--- config.mk ---
export PLATFORM = sky130hd
export DESIGN_NAME = spi_param_bridge
export DESIGN_NICKNAME = d
export VERILOG_FILES = /design/src/rtl/spi_param_bridge.sv
export SDC_FILE = /design/constraint.sdc
export NUM_CORES = 1
export LEC_CHECK = 0
export ABC_CLOCK_PERIOD_IN_PS = 3370
export BUFFER_PORTS_ARGS = -buffer_cell sky130_fd_sc_hd__buf_2
export CORE_MARGIN = 10
export CORE_UTILIZATION = 53
export CTS_CLUSTER_DIAMETER = 80
export DETAILED_ROUTE_END_ITERATION = 16
export PLACE_DENSITY = 0.8
export RECOVER_POWER = 50
export SYNTH_ARGS = -nofsm -noshare
export SYNTH_HDL_FRONTEND = slang
export SYNTH_SLANG_ARGS = --single-unit
--- constraint.sdc ---
create_clock -name clk -period 3.37 [get_ports clk]
set_clock_uncertainty 0.05 [all_clocks]
set_input_delay 0 -clock clk [delete_from_list [all_inputs] [get_ports clk]]
set_output_delay 0 -clock clk [all_outputs]
set_load 0.03 [all_outputs]
--- src/rtl/spi_param_bridge.sv ---
// SPI command decoder and parameter register file for the DDA solver.
// Decodes 16-bit register reads and writes from received SPI bytes.
// Ports:
//   clk, rst            clock, async active-high reset
//   cs_n                chip select, high aborts the current frame
//   rx_dv, rx_byte      received byte strobe and data
//   tx_dv, tx_byte      byte preload strobe and data for the slave
//   x, y                live solver state words
//   params              flattened parameter words, word i at [i*N +: N]
//   en_dda              solver run enable (control bit0)
//   param_wr            pulse one cycle after a committed write
// Macro DDA_SNAPSHOT_EN: latch x/y on the read command so that
// the hi and lo bytes come from one coherent 16-bit value.
module spi_param_bridge #(
   parameter int N        = 16,
   parameter int REG_SIZE = 4
) (
   input  logic                  clk,
   input  logic                  rst,
   input  logic                  cs_n,
   input  logic                  rx_dv,
   input  logic [7:0]            rx_byte,
   output logic                  tx_dv,
   output logic [7:0]            tx_byte,
   input  logic [N-1:0]          x,
   input  logic [N-1:0]          y,
   output logic [N*REG_SIZE-1:0] params,
   output logic                  en_dda,
   output logic                  param_wr
);

   typedef enum logic [2:0] {
      IDLE,
      WR_HI,
      WR_LO,
      RD_HI,
      RD_LO
   } state_t;

   state_t         state;
   state_t         state_nx;
   logic [N-1:0]   regs [REG_SIZE];
   logic [7:0]     stage;
   logic [3:0]     addr;
   logic           pend;

   logic [3:0]     cur_addr;
   logic [N-1:0]   word;
   logic           in_rng;
   logic           tx_load;
   logic [7:0]     tx_nx;
   logic           stage_ld;
   logic           addr_ld;
   logic           commit;
   logic           wr_hit;

   // Bits 6:4 of the command byte carry no meaning.
   logic           unused_cmd;
   assign unused_cmd = ^rx_byte[6:4];

`ifdef DDA_SNAPSHOT_EN
   logic [N-1:0]   snap;
`endif

   function automatic logic [N-1:0] rst_val(input int i);
      case (i)
         0:       rst_val = N'(16'hC000);
         1:       rst_val = N'(16'h14CD);
         2:       rst_val = N'(16'h14DD);
         3:       rst_val = N'(16'h14DD);
         default: rst_val = '0;
      endcase
   endfunction

   for (genvar g = 0; g < REG_SIZE; g++) begin : g_params
      assign params[g*N +: N] = regs[g];
   end

   // In IDLE the address comes straight from the command byte.
   always_comb begin
      cur_addr = (state == IDLE) ? rx_byte[3:0] : addr;
      in_rng   = 1'b0;
      word     = '0;
      for (int i = 0; i < REG_SIZE; i++) begin
         if (cur_addr == i[3:0]) begin
            in_rng = 1'b1;
            word   = regs[i];
         end
      end
      case (cur_addr)
         4'd8:    word = x;
         4'd9:    word = y;
         4'd15:   word = {{(N-1){1'b0}}, en_dda};
         default: ;
      endcase
`ifdef DDA_SNAPSHOT_EN
      if (state == RD_HI && (addr == 4'd8 || addr == 4'd9))
         word = snap;
`endif
   end

   always_comb begin
      state_nx = state;
      tx_load  = 1'b0;
      tx_nx    = 8'h00;
      stage_ld = 1'b0;
      addr_ld  = 1'b0;
      commit   = 1'b0;
      if (cs_n) begin
         state_nx = IDLE;
      end else if (rx_dv) begin
         case (state)
            IDLE: begin
               addr_ld = 1'b1;
               if (rx_byte[7]) begin
                  state_nx = WR_HI;
               end else begin
                  state_nx = RD_HI;
                  tx_load  = 1'b1;
                  tx_nx    = word[15:8];
               end
            end
            WR_HI: begin
               stage_ld = 1'b1;
               state_nx = WR_LO;
            end
            WR_LO: begin
               commit   = 1'b1;
               state_nx = IDLE;
            end
            RD_HI: begin
               tx_load  = 1'b1;
               tx_nx    = word[7:0];
               state_nx = RD_LO;
            end
            RD_LO: begin
               tx_load  = 1'b1;
               state_nx = IDLE;
            end
            default: state_nx = IDLE;
         endcase
      end
      wr_hit = commit && (in_rng || addr == 4'd15);
   end

   always_ff @(posedge clk or posedge rst) begin
      if (rst) begin
         state    <= IDLE;
         stage    <= 8'h00;
         addr     <= 4'h0;
         pend     <= 1'b0;
         param_wr <= 1'b0;
         tx_dv    <= 1'b0;
         tx_byte  <= 8'h00;
         en_dda   <= 1'b1;
         for (int i = 0; i < REG_SIZE; i++)
            regs[i] <= rst_val(i);
      end else begin
         state    <= state_nx;
         tx_dv    <= tx_load;
         pend     <= wr_hit;
         param_wr <= pend;
         if (tx_load)
            tx_byte <= tx_nx;
         if (addr_ld)
            addr <= rx_byte[3:0];
         if (stage_ld)
            stage <= rx_byte;
         // Whole word lands in one edge: no half-updated parameter.
         if (commit) begin
            for (int i = 0; i < REG_SIZE; i++)
               if (addr == i[3:0])
                  regs[i] <= {stage, rx_byte};
            if (addr == 4'd15)
               en_dda <= rx_byte[0];
         end
      end
   end

`ifdef DDA_SNAPSHOT_EN
   always_ff @(posedge clk or posedge rst) begin
      if (rst)
         snap <= '0;
      else if (!cs_n && rx_dv && state == IDLE && !rx_byte[7]
               && (rx_byte[3:0] == 4'd8 || rx_byte[3:0] == 4'd9))
         snap <= word;
   end
`endif

endmodule

-- Yosys cells after proc, flatten, opt, wreduce, memory -nomap -nowiden
Index checks and enable logic that the tools add are counted.
- word-level logic and storage cells: 69
- memory bits (read-only): 0
- bits of input ports: 44
- output and inout bits: 75
- memories kept: 0
- bits in latches: 0
- flip-flop bits (word level): 91
- RAM bits: 0
- reduce and logical (&&, ||, !) cells: 12
- bitwise operators: 0
- equality and inequality tests: 14
- magnitude comparators: 0
- shift operators: 0
- div/mod/pow operators: 0
- multiplexer cells: 31
- multiply operators: 0
- $add $sub $neg: 0
- operator list (operator ; number):
    $mux W16 ; 4
    $pmux W16 S3 ; 1
    $mux W8 ; 3
    $eq A4 B2 Y1 const B ; 4
    $eq A4 B4 Y1 const B ; 4
    $mux W1 ; 16
    $pmux W8 S2 ; 1
    $reduce_and A2 Y1 ; 5
    $pmux W3 S3 ; 1
    $eq A4 B1 Y1 const B ; 2
    $logic_not A4 Y1 ; 2
    $eq A3 B2 Y1 const B ; 2
    $mux W3 ; 2
    $mux W4 ; 1
    $eq A3 B1 Y1 const B ; 1
    $eq A3 B3 Y1 const B ; 1
    $logic_not A3 Y1 ; 1
    $mux W2 ; 1
    $pmux W1 S2 ; 1
    $reduce_bool A2 Y1 ; 1
    $reduce_or A2 Y1 ; 1
    $logic_and A1 B1 Y1 ; 1
    $logic_or A1 B1 Y1 ; 1

-- Logic depth before layout (Yosys ltp)
- word-level depth: 12
- mapped depth: 9
- depth with buffers taken out: 6

-- Least setup slack after synthesis
OpenSTA, ideal clock, no wires.
- kind: reg-to-reg
- start: reg state[0]
- end: reg regs (netlist bit params[2])
- period minus slack after synthesis: 2.273 ns
- cell stages (with the launch flop): 7
- path buffers: 1
- path slack: 1.097 ns
- setup time: 0.128 ns
- data arrival time: 2.095 ns
- required time: 3.192 ns
- cells stage by stage: dfrtp_1 > or3b_1 > or2_1 > nor3_4 > nor3b_4 > buf_6 > mux2_1
- cells in the longest elaborated chain, start to end: 5
- RTL lines (what ; RTL line ; text):
    from (decl) ; 40 ; state_t state;
    from (signal assigned) ; 159 ; state <= state_nx;
    $eq A3 B2 Y1 ; 112 ; case (state)
    $mux W1 ; 112 ;
    $mux W1 ; 111 ; end else if (rx_dv) begin
    $mux W1 ; 109 ; if (cs_n) begin
    $reduce_and A2 Y1 (no source line) ; - ;
    to (signal, indexed assignment) ; 157 ; regs[i] <= rst_val(i);
    to (signal, indexed assignment) ; 173 ; regs[i] <= {stage, rx_byte};
    to (decl) ; 42 ; logic [N-1:0] regs [REG_SIZE];
No other way between the ends.
A chain may end at the register's enable or synchronous reset.

-- Worst setup path after layout
- start: reg state[1]
- end: reg tx_byte[7]
- cells in the longest elaborated chain, start to end: 12
- elaborated cells on any way between the ends: 24
- classes of those cells: eq/ne: 8; mux: 13; reduce/logical: 3
- RTL lines (what ; RTL line ; text):
    $logic_not A3 Y1 ; 81, 112 ;
    $mux W4 ; 81 ; cur_addr = (state == IDLE) ? rx_byte[3:0] : addr;
    $logic_not A4 Y1 ; 85 ; if (cur_addr == i[3:0]) begin
    $mux W16 (4 in a row) ; 85 ;
    $pmux W16 S3 ; 90 ; case (cur_addr)
    $mux W8 ; 115 ; if (rx_byte[7]) begin
    $pmux W8 S2 ; 112 ;
    $mux W8 ; 111 ;
    $mux W8 ; 109 ;
    to (signal assigned) ; 164 ; tx_byte <= tx_nx;
    to (decl) ; 24 ; output logic [7:0] tx_byte,
Several ways; a longest one is shown, not always the timed one.

==> flow_summary.yaml <==
outcome:
  outcome: "finished, violations left"
  violations: "max-capacitance violations, max-slew violations"
timing:
  period_needed_ns: 2.64
  finalSetupTns_ns: 0
  setup_viol: 0
  rsz0062_at_grt: "no"
  worstMarginPinSlew_ns: 2.38
  holdWs_ns: 0.00538
  hold_viol: 0
  fmax_mhz: 379
  final.period_utilization_pct: 78.4
  slew_headroom_pct: -59.9
  final_max_slew_viol_count: 57
  fin_ws_ns: 0.728
yosys:
  synth_warnings: 0
  ys_top_cells_by_count: "o21ai_0 (95), mux2_2 (69), dfrtp_1 (65)"
  synth_edf_count: 0
  synth_seq_cells: 91
  yosys-mux-area-fraction_pct: 20.3
  synth_flop_cell: "dfrtp_1"
  yosys-top-cells-area: "dfrtp_1 (34%), mux2_2 (16%), dfstp_2 (14%), o21ai_0 (10%), a21oi_1 (3.0%)"
  synthCells: 461
  synth_top_cell_by_area: "dfrtp_1"
  syn_area_per_cell_um2: 10.3
  synth_xor_area_share_pct: 0
  async_flop_share_pct: 100
  yosysTopAreaCellShare_pct: 34.4
  seq_area_frac_synth_pct: 48.9
  yosys.area_share.simple_pct: 8.76
  synth_area_um2: 4730
  yosysUniqueCellTypes: 36
  synth_fa_ha_area_share_pct: 0
  synth_compound_area_share_pct: 16.9
  synth_most_common_cell: "o21ai_0"
  synth_top_family_by_area: "multiplexers"
  syn_nets: 505
critical_path:
  crit_top_cell: "o21ai_0"
  path_cells: "nor3_2 -> buf_4 -> mux2_2 -> o21ai_0 -> a211oi_1 -> o21ai_0 -> o21ai_0"
  slowest_delay_ns: 0.54
  crit_type: "reg -> reg"
  end_kind: "register"
  worst-path-max-fanout: 16
  cp.arrival_ns: 2.84
  slowest_stage: "nor3_2"
  crit_family: "compound AO/OA/AOI/OAI gates"
  required_ns: 3.56
  path_buf_inv: 1
  cp-start-kind: "register"
placed_design:
  hpwlAfterDp_mm: 10.7
  finalWeightedCongestion: 0.934
  dpl.cell_count: 672
  post-place-ws_ns: 0.765
  io_buffer_count: 118
clock_network:
  cts_tree: "built"
  cts_resized: 0
  cts-root-buf: "clkbuf_8"
  h-tree-depth: 3
  cts_buffers: 9
  cts_buffer_depth: 2
  insertion_delay_ns: 0.37
  clkTransAtPathRegs_ns: 0.09
  cts_sinks: 91
drt:
  dr_total_vias: 4253
  wl_per_cell_um: 21.6
  final_antenna_net_count: 0
  avgViaCountPerCell: 6.10
  drc_errors: 0
  drtIter0Drc: 429
  routed_wl_mm: 15.0
  drtPass1Iterations: 5
power_and_ir_drop:
  powerDensity_nw_per_um2: 564
  ir_drop_mv: 0.268
  power.leakage_nw: 2.44
cells_and_area:
  area.sequential_um2: 2310
  antenna_cells: 0
  multi_input_area_um2: 2180
  drive_gt1_share_pct: 30.6
  n_fill_cell: 725
  layout.nets: 628
  stdcell_count: 697
  syn_to_final_growth_pct: 19.2
global_routing:
  antenna_found_initial: 0
  grt_max_degree: 57
  grt_pass1_vias: 4462
  grt_pass1_wl_mm: 23.6
  grt.total_usage_pct: 22.7
  overflow: 0
floorplan:
  start_util_pct: 54.2
  die_area_um2: 13100
  ios: 119
  core_area_um2: 8720
  die_w_um: 114
  rows: 34
  die_h_um: 114
hold_path:
  hold_path.class: "in -> reg"
run:
  drv_cap: 1
## registers in the layout (all words and copies together) (netlist names)
signal and cells:
tx_dv 1, param_wr 1, tx_byte 8, addr 4, pend 1, params 64, stage 8, state 3
en_dda 1
## placed cells by master (no fill, tap or decap), types with 19 or more instances in the layout
master and count:
nor2_1 19, clkbuf_1 73, a21oi_1 28, buf_2 46, nand2_1 28, mux2_2 69
dfrtp_1 65, o21ai_0 95, dfstp_2 26, inv_1 26
## logic make-up (layout without fill, tap and decap cells)
| logic type | after synthesis | count (layout) |
|---|---|---|
| compound gates | 146 | 146 |
| buf+inv | 57 | 185 |
| flops | 91 | 91 |
| mux | 86 | 86 |
| simple gates | 81 | 81 |
## worst paths after layout
kind / start / to / slack, ns / depth (start not counted)
max: state[1] / tx_byte[7] / 0.73 / 7
min: rx_byte[3] / params[3] / 0.005 / 2
max reg2reg: state[1] / tx_byte[7] / 0.73 / 7
min reg2reg: pend / param_wr / 0.30 / 0
max in group asynchronous: rst / params[19] / 1.23 / 4
min in group asynchronous: rst / params[4] / 0.77 / 3
## timing repair
item / CTS / global route
setup buffers: 0 / 0
endpoints found under the hold margin: 64 / 0
hold buffers: 9 / 0
## final cells by class
type / count / share of cell area, %
inverter: 27 / 1.82
clock inverter: 5 / 1.11
sequential: 91 / 41.0
multi-input combinational: 313 / 38.7
clock buffer: 11 / 2.51
timing repair buffer: 142 / 12.5
tap: 108 / 2.40
## worst reg2reg max path: stages (launching register included)
cell and delay [ns]:
dfrtp_1 0.45, nor3_2 0.54, buf_4 0.25, mux2_2 0.50
o21ai_0 0.28, a211oi_1 0.13, o21ai_0 0.21, o21ai_0 0.11
## power breakdown
part,internal (mW),switching (mW)
logic,0.300,0.620
clock network,0.368,0.404
registers,1.28,0.202
## metal layers
metal  global-route usage (%)  part of all wire [%]  vias up
met1                     27.7                    39     2094
met5                        0                     0        -
li1                         -                     -     1889
met3                     5.40                   8.4       34
met2                     37.3                    50      236
met4                     9.77                   2.8        0
## stage by stage
step | util [%] | instance area (um2) | total power [mW]
after floorplan | - | 4730 | 2.09
after global placement | 62.2 | 5430 | 2.39
after detailed placement | 62.2 | 5430 | 2.43
after CTS | 65.6 | 5720 | 3.20
after global routing | 64.6 | 5630 | 3.32
final | 64.6 | 5630 | 3.18
Power figures use the tool's default switching activity.
